`src/rtl/ifetch_unit_pkg.sv`:
```
// Shared constants and types for the instruction-fetch stage and its immediate generator.
package ifetch_unit_pkg;

   localparam logic [6:0] OP_IMM    = 7'b0010011;
   localparam logic [6:0] OP_REG    = 7'b0110011;
   localparam logic [6:0] OP_LUI    = 7'b0110111;
   localparam logic [6:0] OP_LOAD   = 7'b0000011;
   localparam logic [6:0] OP_STORE  = 7'b0100011;
   localparam logic [6:0] OP_BRANCH = 7'b1100011;
   localparam logic [6:0] OP_JAL    = 7'b1101111;
   localparam logic [6:0] OP_JALR   = 7'b1100111;

   localparam logic [1:0] PCSEL_SEQ  = 2'b00;
   localparam logic [1:0] PCSEL_REL  = 2'b01;
   localparam logic [1:0] PCSEL_JALR = 2'b10;

   localparam logic [31:0] NOP = 32'h0000_0013;

   typedef enum logic {
      S_IDLE  = 1'b0,
      S_FETCH = 1'b1
   } fetch_state_t;

endpackage

```
`src/rtl/ifetch_unit_imm_gen.sv`:
```
// Combinational immediate generator: sign-extended immediate selected by the opcode of ir.
module ifetch_unit_imm_gen
   import ifetch_unit_pkg::*;
(
   input  logic [31:0] ir,
   output logic [31:0] imm_c
);

   always_comb begin
      imm_c = '0;
      case (ir[6:0])
         OP_IMM, OP_LOAD, OP_JALR: imm_c = {{20{ir[31]}}, ir[31:20]};
         OP_STORE:                 imm_c = {{20{ir[31]}}, ir[31:25], ir[11:7]};
         OP_BRANCH:                imm_c = {{19{ir[31]}}, ir[31], ir[7], ir[30:25], ir[11:8], 1'b0};
         OP_LUI:                   imm_c = {ir[31:12], 12'b0};
         OP_JAL:                   imm_c = {{11{ir[31]}}, ir[31], ir[19:12], ir[20], ir[30:21], 1'b0};
         OP_REG:                   imm_c = '0;
         default:                  imm_c = '0;
      endcase
   end

endmodule

```
`src/rtl/ifetch_unit.sv`:
```
// Instruction-fetch stage: owns pc, pc0 and ir, fetches over a req/ack port with wait states,
// and applies the control unit's pc_write / ir_write strobes.
module ifetch_unit
   import ifetch_unit_pkg::*;
#(
   parameter int unsigned IMEM_AW  = 6,
   parameter logic [31:0] RESET_PC = 32'h0000_0000
) (
   input  logic               clk,
   input  logic               rst,
   input  logic               ir_write,
   input  logic               pc_write,
   input  logic [1:0]         pc_sel,
   input  logic [31:0]        alu_f,
   output logic               imem_req,
   output logic [IMEM_AW-1:0] imem_addr,
   input  logic [31:0]        imem_rdata,
   input  logic               imem_ack,
   output logic               fetch_busy,
   output logic [31:0]        ir,
   output logic [6:0]         opcode,
   output logic [2:0]         funct3,
   output logic [6:0]         funct7,
   output logic [4:0]         rs1,
   output logic [4:0]         rs2,
   output logic [4:0]         rd,
   output logic [31:0]        imm,
   output logic [31:0]        pc,
   output logic [31:0]        pc0,
   output logic               misalign
);

   fetch_state_t state, state_next;
   logic         load_pc0;
   logic         load_ir;
   logic [31:0]  pc_target;
   logic         pc_update;
   logic         target_bad;

   // Next-state and fetch strobes
   always_comb begin
      state_next = state;
      load_pc0   = 1'b0;
      load_ir    = 1'b0;
      case (state)
         S_IDLE: begin
            if (ir_write) begin
               state_next = S_FETCH;
               load_pc0   = 1'b1;
            end
         end
         S_FETCH: begin
            if (imem_ack) begin
               state_next = S_IDLE;
               load_ir    = 1'b1;
            end
         end
         default: state_next = S_IDLE;
      endcase
   end

   // Next-PC selection, all from pre-edge values
   always_comb begin
      pc_target = pc;
      case (pc_sel)
         PCSEL_SEQ:  pc_target = pc + 32'd4;
         PCSEL_REL:  pc_target = pc0 + imm;
         PCSEL_JALR: pc_target = alu_f & ~32'h0000_0001;
         default:    pc_target = pc;
      endcase
      pc_update  = pc_write && (pc_sel != 2'b11);
      target_bad = (pc_target[1:0] != 2'b00);
   end

   always_ff @(posedge clk) begin
      if (rst) begin
         state      <= S_IDLE;
         imem_req   <= 1'b0;
         fetch_busy <= 1'b0;
         pc         <= RESET_PC;
         pc0        <= '0;
         ir         <= NOP;
         misalign   <= 1'b0;
      end else begin
         state      <= state_next;
         imem_req   <= (state_next == S_FETCH);
         fetch_busy <= (state_next == S_FETCH);
         if (load_pc0) pc0 <= pc;
         if (load_ir)  ir  <= imem_rdata;
         // A misaligned target is rejected; the flag stays set until reset
         if (pc_update) begin
            if (target_bad) misalign <= 1'b1;
            else            pc       <= pc_target;
         end
      end
   end

   assign imem_addr = pc0[IMEM_AW+1:2];
   assign opcode    = ir[6:0];
   assign funct3    = ir[14:12];
   assign funct7    = ir[31:25];
   assign rs1       = ir[19:15];
   assign rs2       = ir[24:20];
   assign rd        = ir[11:7];

   ifetch_unit_imm_gen u_imm_gen (
      .ir    (ir),
      .imm_c (imm)
   );

endmodule

```
`config.mk`:
```
export PLATFORM = sky130hd
export DESIGN_NAME = ifetch_unit
export DESIGN_NICKNAME = d
export VERILOG_FILES = /design/src/rtl/ifetch_unit_pkg.sv /design/src/rtl/ifetch_unit_imm_gen.sv /design/src/rtl/ifetch_unit.sv
export SDC_FILE = /design/constraint.sdc
export NUM_CORES = 1
export LEC_CHECK = 0
export CAP_MARGIN = 40
export CELL_PAD_IN_SITES_DETAIL_PLACEMENT = 0
export CELL_PAD_IN_SITES_GLOBAL_PLACEMENT = 2
export CORE_AREA = 3 3 167 169
export DETAILED_ROUTE_END_ITERATION = 7
export DIE_AREA = 0 0 170 172
export PLACE_DENSITY = 0.95
export SLEW_MARGIN = 0
export SYNTH_ARGS = -nofsm -noshare
export SYNTH_HDL_FRONTEND = slang
export SYNTH_SLANG_ARGS = --single-unit
export TNS_END_PERCENT = 100
```
`constraint.sdc`:
```
create_clock -name clk -period 5.35 [get_ports clk]
set_input_delay 0.8025 -clock clk [delete_from_list [all_inputs] [get_ports clk]]
set_output_delay 0.8025 -clock clk [all_outputs]
set_load 0.02 [all_outputs]
```
==> impl_metrics.yaml <==
drt:
  drcViolationCount: 0
  route.detailed.wl_per_inst_um: 20.4
  wl_mm: 30.7
  vias: 7954
  drt-initial-drc-count: 624
  antenna_left: 0
  vias_per_cell: 5.28
  firstDrtPassIters: 5
place:
  io_buffers: 238
  dp_hpwl_mm: 23.4
  pre_cts_ws_ps: 1270
  gp_congestion: 0.855
cells_and_area:
  fillers: 2814
  final_common_cell: "clkdlybuf4s50_1"
  drive_above_1_share_pct: 5.49
  n_antenna_cell: 0
  layout_common_cells: "clkdlybuf4s50_1 (237), nand2_1 (206), a21oi_1 (125), dfxtp_1 (98), o21ai_0 (63)"
  syn2layout_area_growth_pct: 38.0
  nNetsFinal: 1264
cts:
  cts_root_buf: "clkbuf_16"
  clk_path_buf_depth: 2
  cts.sinks: 98
  cts_max_level: 3
  clk_latency_ps: 350
  clk_pin_slew_worst_paths_ps: 70
  cts_setup_buffers: 0
  cts-resized-gates: 0
  cts_tree: "built"
  cts_made_buffers: 9
  cts.hold.buffers_added: 0
worst_hold_path:
  hold_depth: 2
  hold_class: "flip-flop to flip-flop"
  hold_start: "pc0[21]"
  holdPathEnd: "pc0[21]"
timing:
  setup_tns_ps: 0
  min_period_ps: 4200
  clock-skew-final_ps: 11.9
  drv_slew: 0
  max_freq_ghz: 0.238
  rsz0062_at_grt: "no"
  setup_violations: 0
  hold_ws_ps: 473
  min_period_over_period_pct: 78.5
  slew_headroom_pct: 45.4
  fin_ws_ps: 1150
  finalHoldViolations: 0
  tightest_slew_ps: 812
yosys:
  synth_area_um2: 7150
  netlist_instances: 998
  yosys.area.top_type: "dfxtp_1"
  syn_area_per_cell_um2: 7.17
  yosys.area.top_type_share_pct: 27.4
  yosysWarnings: 0
  synthTopCellsByArea: "dfxtp_1 (27%), nand2_1 (11%), a21oi_1 (8.7%), ha_1 (5.6%), o21ai_0 (4.4%)"
  yosys_register_bits: 98
  synth_flop_cell: "dfxtp_1"
  synth_cell_types: 75
  synth_edf_count: 0
  yosysSeqAreaShare_pct: 27.4
  syn_nets: 1102
  async_reset_ff_share_pct: 0
critical_path:
  critPathTopFamily: "simple AND/OR/NAND/NOR gates"
  r2r-end: "pc[20]"
  path_cells: "nor2b_1 > nor3b_1 > buf_4 > and2_1 > a22o_1 > ha_1 > fa_1 > nor3_1 > o21a_2 > buf_12 > nand2_1 > or4_1 > nand3_1"
  r2r.worst_path.cells: 13
  cp.arrival_ps: 4490
  critPathRequiredTime_ps: 5640
  rr_startpoint: "ir[5]"
  r2r_setup_slack_ps: 1150
  cp-start-kind: "flip-flop"
  crit_fanout: 31
  worstSetupEndpointType: "flip-flop"
  cp_slowest_cell: "o21a_2"
  path_class: "flip-flop to flip-flop"
  cpPeakStageDelay_ps: 490
  worstSetupStartpoint: "ir[5]"
  path_buf_inv: 2
floorplan:
  die_w_um: 170
  num_rows: 60
  core-area_um2: 26700
  pin_count: 240
  fp.dieH_um: 172
  dieArea_um2: 29200
  start_util_pct: 26.8
global_route:
  antenna_found_initial: 0
  grt_max_degree: 49
  grt_pass1_wl_mm: 45.4
  grt_use_total_pct: 20.2
  overflow: 0
  grt_pass1_vias: 7453
power_and_ir_drop:
  p_total_mw: 1.85
  p_per_area_nw_per_um2: 187
  p_leak_nw: 3.70
  ir_worst_vdd_mv: 0.137
flow_run:
  max_cap_violations: 0
status:
  status: "completed"
-- cell usage after synthesis (6+ instances only) --
library cell  number
dfxtp_1           98
buf_4             40
o31ai_1            8
ha_1              32
a31oi_1           16
inv_1             17
a21oi_1          125
xor2_1            10
or3_1              7
a22o_1             7
and3_1             9
nor3_1            17
o211ai_1           9
a21o_1            34
nor2_1            56
o21bai_1           6
nand4_1           12
nand2_1          206
buf_2             10
xnor2_1           11
o21ai_0           63
and2_1            14
a22oi_1            9
clkbuf_1          47
nand3_1           20
nor2b_1            6
o22ai_1            8
-- routing by layer --
layer,wire length [um],up-vias,track usage [%]
li1,-,3857,-
met2,14900,237,35.0
met3,1530,39,3.59
met1,13600,3821,26.0
met5,0,-,0
met4,672,0,5.43
-- power by group --
group	internal (mW)	switching, mW
Sequential	0.751	0.0420
Combinational	0.179	0.225
Clock	0.344	0.306
-- worst max-delay path by stage --
stage / endpoint / slack (ps) / depth (start not counted)
6_report: pc[20] / 1150 / 13
5_1_grt: pc[29] / 790 / 13
4_1_cts: pc[20] / 1220 / 13
3_5_place_dp: pc[20] / 1270 / 13
3_3_place_gp: pc[20] / 1330 / 13
2_1_floorplan: pc[20] / 1670 / 11
-- state kept, by name, indices dropped and copies added (netlist names) --
name	cells
state	1
pc0	32
pc	32
ir	32
misalign	1
-- cells by family after synthesis --
| kind of cell | Yosys count | share of synthesized area (%) |
|---|---|---|
| AO/OA/AOI/OAI | 337 | 29.9 |
| XOR/XNOR | 21 | 2.57 |
| buffers and inverters | 121 | 8.66 |
| multiplexers | 4 | 0.595 |
| AND/OR/NAND/NOR | 384 | 25.0 |
| adder cells (fa/ha/maj) | 33 | 5.88 |
| flip-flops | 98 | 27.4 |
-- per-stage QoR --
step	area [um2]	cells	utilization (%)
final	9870	1506	36.9
after global routing	9870	1506	36.9
after CTS	9870	1506	36.9
after detailed placement	9590	1490	35.9
after global placement	9540	1487	35.7
after floorplan	7150	998	-
-- worst reg2reg max path, delay by kind of cell (launching register included) --
| kind | cells | cell delay (ps) |
|---|---|---|
| AND/OR/NAND/NOR | 7 | 1800 |
| adder cells (fa/ha/maj) | 2 | 720 |
| buffers and inverters | 2 | 410 |
| flip-flops | 1 | 460 |
| AO/OA/AOI/OAI | 2 | 760 |
-- cell type report --
type | instances | area (um2) | share of cell area [%]
multi-input cells | 779 | 4590 | 46.5
clock inverters | 3 | 22.5 | 0.228
inverters | 17 | 63.8 | 0.647
well taps | 341 | 427 | 4.32
flip-flops and latches | 98 | 1960 | 19.9
clock buffers | 13 | 260 | 2.64
repair buffers | 255 | 2540 | 25.8
Note: power is estimated with default switching activity, not from simulation.
